--- config.mk ---
export PLATFORM = sky130hd
export DESIGN_NAME = spike_fifo_reader
export DESIGN_NICKNAME = d
export VERILOG_FILES = /design/src/rtl/spike_rd_pkg.sv /design/src/rtl/spike_rd_stage.sv /design/src/rtl/spike_fifo_reader.sv
export SDC_FILE = /design/constraint.sdc
export NUM_CORES = 1
export LEC_CHECK = 0
export ABC_AREA = 1
export CAP_MARGIN = 0
export CORE_ASPECT_RATIO = 1.25
export CORE_MARGIN = 4
export CORE_UTILIZATION = 25
export CTS_CLUSTER_DIAMETER = 40
export DETAILED_ROUTE_END_ITERATION = 7
export DONT_BUFFER_PORTS = 1
export PLACE_DENSITY = 0.51
export SLEW_MARGIN = 20
export SYNTH_ARGS = -nofsm -noshare
export SYNTH_HDL_FRONTEND = slang
export SYNTH_SLANG_ARGS = --single-unit
--- constraint.sdc ---
create_clock -name clk -period 1.36 [get_ports clk]
set_input_delay 0.272 -clock clk [delete_from_list [all_inputs] [get_ports clk]]
set_output_delay 0.272 -clock clk [all_outputs]
set_load 0.005 [all_outputs]
--- src/rtl/spike_rd_pkg.sv ---
// Shared FSM state type and default sizes for the spike FIFO reader.
package spike_rd_pkg;

    localparam int DEF_WIDTH = 9;
    localparam int DEF_CNT_W = 16;

    typedef enum logic [1:0] {
        IDLE  = 2'd0,
        RUN   = 2'd1,
        DRAIN = 2'd2,
        DONE  = 2'd3
    } rd_state_e;

endpackage

--- src/rtl/spike_rd_stage.sv ---
// Output holding register: keeps one spike event stable until the consumer accepts it.
module spike_rd_stage
    import spike_rd_pkg::*;
#(
    parameter int WIDTH = DEF_WIDTH
) (
    input  logic             clk,
    input  logic             rst,
    input  logic             load_i,
    input  logic [WIDTH-1:0] data_i,
    input  logic             ready_i,
    output logic             valid_o,
    output logic [WIDTH-1:0] addr_o
);

    logic             valid_q, valid_d;
    logic [WIDTH-1:0] addr_q, addr_d;

    // A load in the same cycle as an accept replaces the event instead of emptying the stage.
    always_comb begin
        valid_d = valid_q;
        addr_d  = addr_q;
        if (load_i) begin
            valid_d = 1'b1;
            addr_d  = data_i;
        end else if (valid_q && ready_i) begin
            valid_d = 1'b0;
        end
    end

    always_ff @(posedge clk or posedge rst) begin
        if (rst) begin
            valid_q <= 1'b0;
            addr_q  <= '0;
        end else begin
            valid_q <= valid_d;
            addr_q  <= addr_d;
        end
    end

    assign valid_o = valid_q;
    assign addr_o  = addr_q;

endmodule

--- src/rtl/spike_fifo_reader.sv ---
// Spike FIFO reader: drains a show-ahead event FIFO into a valid/ready stream per time step.
// Define SPIKE_READER_LOOKAHEAD_EN to allow a pop in the same cycle the held event is accepted.
module spike_fifo_reader
    import spike_rd_pkg::*;
#(
    parameter int WIDTH = DEF_WIDTH,
    parameter int CNT_W = DEF_CNT_W
) (
    input  logic             clk,
    input  logic             rst,
    input  logic             en,
    input  logic             fifo_empty,
    input  logic [WIDTH-1:0] fifo_data,
    output logic             fifo_pop_n,
    output logic             ev_valid,
    output logic [WIDTH-1:0] ev_addr,
    input  logic             ev_ready,
    input  logic             ts_req,
    output logic             ts_done,
    output logic [CNT_W-1:0] ev_count,
    output logic             busy
);

    localparam logic [CNT_W-1:0] CNT_ONE = CNT_W'(1);
    localparam logic [CNT_W-1:0] CNT_MAX = '1;

    rd_state_e        state_q, state_d;
    logic [CNT_W-1:0] count_q, count_d;
    logic             can_take;
    logic             pop_allowed;
    logic             pop;
    logic             accept;

    assign accept = ev_valid && ev_ready;

`ifdef SPIKE_READER_LOOKAHEAD_EN
    assign can_take = !ev_valid || ev_ready;
`else
    assign can_take = !ev_valid;
`endif

    // Dropping en in RUN stops popping at once; the held event still drains before IDLE.
    assign pop_allowed = ((state_q == RUN) && en) || (state_q == DRAIN);
    assign pop         = pop_allowed && !fifo_empty && can_take;
    assign fifo_pop_n  = ~pop;
    assign ts_done     = (state_q == DONE);
    assign busy        = (state_q != IDLE);
    assign ev_count    = count_q;

    always_comb begin
        state_d = state_q;
        unique case (state_q)
            IDLE: begin
                if (ts_req) begin
                    state_d = DONE;
                end else if (en) begin
                    state_d = RUN;
                end
            end
            RUN: begin
                if (ts_req) begin
                    state_d = DRAIN;
                end else if (!en && !ev_valid) begin
                    state_d = IDLE;
                end
            end
            DRAIN: begin
                if (fifo_empty && !ev_valid && !pop) begin
                    state_d = DONE;
                end
            end
            DONE: begin
                state_d = en ? RUN : IDLE;
            end
            default: state_d = IDLE;
        endcase
    end

    // The count is visible throughout DONE and restarts on the edge that leaves it.
    always_comb begin
        count_d = count_q;
        if (state_q == DONE) begin
            count_d = '0;
        end else if (accept && (count_q != CNT_MAX)) begin
            count_d = count_q + CNT_ONE;
        end
    end

    always_ff @(posedge clk or posedge rst) begin
        if (rst) begin
            state_q <= IDLE;
            count_q <= '0;
        end else begin
            state_q <= state_d;
            count_q <= count_d;
        end
    end

    spike_rd_stage #(
        .WIDTH(WIDTH)
    ) u_stage (
        .clk    (clk),
        .rst    (rst),
        .load_i (pop),
        .data_i (fifo_data),
        .ready_i(ev_ready),
        .valid_o(ev_valid),
        .addr_o (ev_addr)
    );

endmodule

After elaboration in Yosys (flattened, before gate mapping)
Index checks and enable logic that the tools add are counted.

Magnitude comparators: 0. Add/subtract/negate cells: 1. $mul: 0. Reduce and logical (&&, ||, !) cells: 18. Mux-type cells: 11. Equal/unequal tests: 7. Divide/modulo/power cells: 0. Shift operators: 0. Bitwise logic cells: 1.

Operator list (number): $mux 16 (2); $add 16x1->16 const B (1); $ne 16x16->1 const B (1); $mux 2 (5); $logic_and 1x1->1 (8); $pmux 2 s4 (1); $reduce_bool 2->1 (3); $eq 2x2->1 const B (2); $logic_not 1->1 (4); $mux 1 (3); $ne 3x2->1 const B (1); $ne 3x3->1 const B (1); $reduce_and 3->1 (1); $eq 2x1->1 const B (1); $logic_not 2->1 (1); $ne 2x1->1 const B (1); $logic_or 1x1->1 (1); $not 1->1 (1).

Bits in writable memories: 0. Memory bits (read-only): 0. Output and inout port bits: 29. Latch bits: 0. Memories kept: 0. Register bits: 28. Input port bits: 15.

Logic depth before layout (Yosys ltp)
Depth after elaboration: 9. Mapped depth: 9. Depth with buffers taken out: 9.

Cells and area by module
Synthesis repeated with hierarchy kept, for this count alone.

Cells, all modules: 216. Area, all modules: 1615.3 sq um.

By module, submodules not included: spike_fifo_reader (area each 1233.7 sq um, seq. area each 450.4 sq um, instances 1, cells each 173); spike_rd_stage (area each 381.6 sq um, seq. area each 250.2 sq um, instances 1, cells each 43).

Worst setup path before layout
No wires, ideal clock.

Path type: register to register. Start point: register count_q[0], in the netlist ev_count[0]. End point: register count_q[2], in the netlist ev_count[2]. Stages on the path, launching flop included: 10. Arrival: 1.376 ns. Setup slack: -0.133 ns. Cell sequence: dfrtp_1 -> ha_1 -> nand2_1 -> nor2_2 -> nand2_1 -> nor2_2 -> nor2_2 -> nor2_8 -> nand2_1 -> nand2_1.

Longest elaborated chain between the ends: 3. Elaborated cells on any way between the ends: 6. Classes of those cells: add/sub (1); eq/ne (1); mux (2); reduce/logical (2).

RTL lines: start, declared (line spike_fifo_reader.sv:28) `logic [CNT_W-1:0] count_q, count_d;`; start signal, assigned (line spike_fifo_reader.sv:95) `count_q <= count_d;`; $add 16x1->16 or $ne 16x16->1 (tied branches) (line spike_fifo_reader.sv:85, spike_fifo_reader.sv:84); $mux 16 or $logic_and 1x1->1 (tied branches) (line spike_fifo_reader.sv:84) `end else if (accept && (count_q != CNT_MAX)) begin`; $mux 16 or $reduce_bool 2->1 (tied branches).

Parallel ways exist; a longest one is shown, timed or not. The select of a mux whose other input is x is not followed. A chain may end at the register's enable or synchronous reset.

Final worst setup path
Start point: register count_q[0], in the netlist ev_count[0]. End point: register count_q[10], in the netlist ev_count[10].

Same word-level chain as after synthesis.

==> key figures <==
Synth
  – Register bit total from synthesis: 28
  – Cell area after synthesis: 1560 µm²
  – XOR/XNOR Fraction of Synth Area: 4.51%
  – Mapped Cells: 213
  – YS warnings: 0
  – Area leader, netlist: dfrtp_1
  – Adder-cell area share of the yosys netlist: 0.805%
  – Asr flop ratio synth: 100%
  – Sequential cell area fraction in the yosys report: a little under half
  – Simple-gate share of the synthesized area: 35.6%
  – Post-synthesis cell type count: 24
  – Most used flip-flop cell after synthesis: dfrtp_1
  – Largest family of logic cells by synthesized area: simple AND/OR/NAND/NOR gates
  – Post-synth top area share: 45.1%
  – Post-synth EDFFs: 0
  – Avg Inst Size Synth: roughly 7.3 µm²
  – Mux cell area share after synthesis: 0%
  – Post-Syn Nets: 229
  – Post-synth top cells: nand2_1 (80), dfrtp_1 (28), inv_1 (27), nand3_1 (18), nor2_1 (16)
  – Count leader, synth: nand2_1
  – Post-synthesis compound-gate area fraction: between 6 and 7%
  – Synth area leaders: dfrtp_1 (45%), nand2_1 (19%), inv_1 (6.5%)

STA
  – Setup tns final: -2.70 ns
  – Fin crit share: 114%
  – Pins over their slew limit: 0
  – Crit path time final: 1.55 ns
  – Final hold vios: 0
  – Hold Slack: 0.0624 ns
  – Clk_skew: 0.00933 ns
  – Max-slew headroom: 74.8%
  – Setup violators final: 17
  – F_max: 643 MHz
  – RSZ-0062 raised after global routing: true
  – Setup ws final: -0.195 ns
  – Worst-Margin Slew: 0.378 ns

Critical path
  – Crit. End Element: register
  – CP top delay family: simple AND/OR/NAND/NOR gates
  – CP required: 1.59 ns
  – Cell Chain, Critical Path: ha_2 -> nand2_2 -> nor2_4 -> nand2_2 -> nor2_4 -> buf_6 -> nor2_4 -> buf_6 -> nor2_4 -> nand2_1 -> nand2_1
  – Critical Path Max Stage Delay: 0.38 ns
  – Arrival time worst endpoint: about 1.8 ns
  – Setup Crit Path Kind: register to register
  – CP startpoint kind: register
  – Crit path top cell by count: nor2_4
  – CP max FO: 5
  – CP bufs+invs: 2
  – CP max stage cell: dfrtp_1

Power and ir drop
  – Switching pwr: around 0.0011 W
  – Total power divided by cell area: 1380 nW/µm²
  – IR drop worst, VDD: 0.00102 V
  – Clock network power share: a little over a fifth
  – Sequential power share: ~37%
  – Switching Fraction: 35.9%
  – Combinational power share: 42.0%
  – Pleak: 1.16 nW
  – Power Internal: 0.00204 W

Drt
  – Via count: 1503
  – Drt wl/cell: 12.1 µm
  – First drt pass iteration count: 4
  – DRC: 0
  – Routed wire length: 4240 µm
  – Via/cell ratio: between 4 and 5
  – DR iter-0 viols: between 50 and 60
  – Antenna-violating nets left: 0

Die
  – Rows: 31
  – I/O pins: 44
  – Initial core utilization: 26.2%
  – Core Box Area: a little under 6000 µm²
  – Die Ht: 96.2 µm
  – Die area: 7550 µm²
  – Chip width: 78.5 µm

Global routing
  – Vias in the first global route: between 1500 and 2000
  – Global-route usage over all layers: 12.1%
  – Largest net degree at the start of global routing: 29
  – Grt ovf: 0
  – Initial antenna violation count: 0
  – First-pass GRT wire length: 7290 µm

Clock network
  – Sink Count: 28
  – TritonCTS clock tree: yes
  – Clock Tree Buf Depth: 2
  – Clk root buf: clkbuf_8
  – H-tree depth: 1
  – CTS buffer count: 3
  – Worst-skew pair later-pin latency: around 0.28 ns
  – Clk slew on worst S/H paths: 0.11 ns

Cells and area
  – Share of layout cells above drive strength 1: 33.8%
  – Layout area overhead: 47.8%
  – Area occupied by multi-input gates: 866 µm²
  – Final nets: between 200 and 300
  – Sequential cell area: 701 µm²
  – Final core occ: 38.7%
  – # diodes: 0
  – Filler cells: 607

Run status
  – Failing checks: setup timing
  – Status: finished, violations left

Flow run
  – # Max-Cap Violations: 0

Place
  – DPL Wire Length: 3050 µm
  – Port Buffers: 0
  – Placer Congestion: 0.806

Hold path
  – Hold Path Class: primary input to register
## cells by family after synthesis
kind of cell,count (synthesis)
DFF,28
AOI/OAI and AO/OA,16
adders and majority gates,1
buffers and inverters,32
and+or+nand+nor,128
xor gates and xnor gates,8
## through the flow
step                      cell area [µm²]  std cells  worst slack, ns  power (W)
after floorplan                      1580        213          -0.0762    0.00177
after global placement               1970        332           -0.318    0.00217
after detailed placement             1970        332           -0.361    0.00219
after CTS                            2250        351           -0.203    0.00318
after global routing                 2300        351           -0.269    0.00341
final                                2300        351           -0.195    0.00317
## layout by cell type, fill, tap and decap left out, drive strengths merged
cell,n
dfrtp,28
xnor2,3
dlygate4sd3,1
o31ai,1
buf,54
bufinv,1
nand3,18
nand2,81
o21bai,2
nor2,23
inv,28
xor2,5
o211ai,1
clkbuf,3
o21ai,11
nor3,1
ha,1
nand3b,3
nand4,3
a21oi,1
## final cells by class
class / count / share of cell area [%]
Inverter: 28 / 4.57
Sequential cell: 28 / 30.5
Tap cell: 82 / 4.46
Timing Repair Buffer: 55 / 19.7
Multi-Input combinational cell: 154 / 37.7
Clock inverter: 1 / 1.31
Clock buffer: 3 / 1.80
## power groups by stage
stage	combinational (W)	sequential (W)	clock, W
6_report	0.00133	0.00117	0.000671
5_1_grt	0.00149	0.00120	0.000725
3_3_place_gp	0.000988	0.00118	0
4_1_cts	0.00131	0.00117	0.000699
3_5_place_dp	0.00101	0.00118	0
2_1_floorplan	0.000583	0.00119	0
## path summary, 6_finish.rpt
check,start,end,slack [ns],depth (start not counted)
max,ev_count[0]$_DFFE_PP0P_,ev_count[10]$_DFFE_PP0P_,-0.19,11
min,ev_ready,u_stage.valid_o$_DFFE_PP0P_,0.06,1
max reg2reg,ev_count[0]$_DFFE_PP0P_,ev_count[10]$_DFFE_PP0P_,-0.19,11
min reg2reg,u_stage.addr_o[0]$_DFFE_PP0P_,u_stage.addr_o[0]$_DFFE_PP0P_,0.53,2
max in group asynchronous,rst,ev_count[12]$_DFFE_PP0P_,0.58,3
min in group asynchronous,rst,ev_count[1]$_DFFE_PP0P_,0.49,3
## worst reg2reg max path: stages, from the launching register on
cell,delay (ns)
dfrtp_1,0.38
ha_2,0.19
nand2_2,0.06
nor2_4,0.09
nand2_2,0.08
nor2_4,0.14
buf_6,0.12
nor2_4,0.04
buf_6,0.12
nor2_4,0.16
nand2_1,0.07
nand2_1,0.06
## per-layer routing
metal	GRT usage [%]	share of wire (%)
met5	0	0
met4	3.06	0.54
met3	2.62	5.8
met2	22.1	51
met1	14.5	43
## registers in the layout (all words and copies together), names as in the netlist
name	cells
ev_count	16
u_stage.addr_o	9
state_q	2
u_stage.valid_o	1
## what timing repair did
action,in CTS,in global routing
endpoints found under the hold margin,28,0
setup buffers,13,2
gates resized for setup,25,12
cloned,1,0
pin swaps,29,24
hold buffers,1,0
setup endpoints to repair,27,28
No activity file was read; power rests on OpenSTA's default activity.
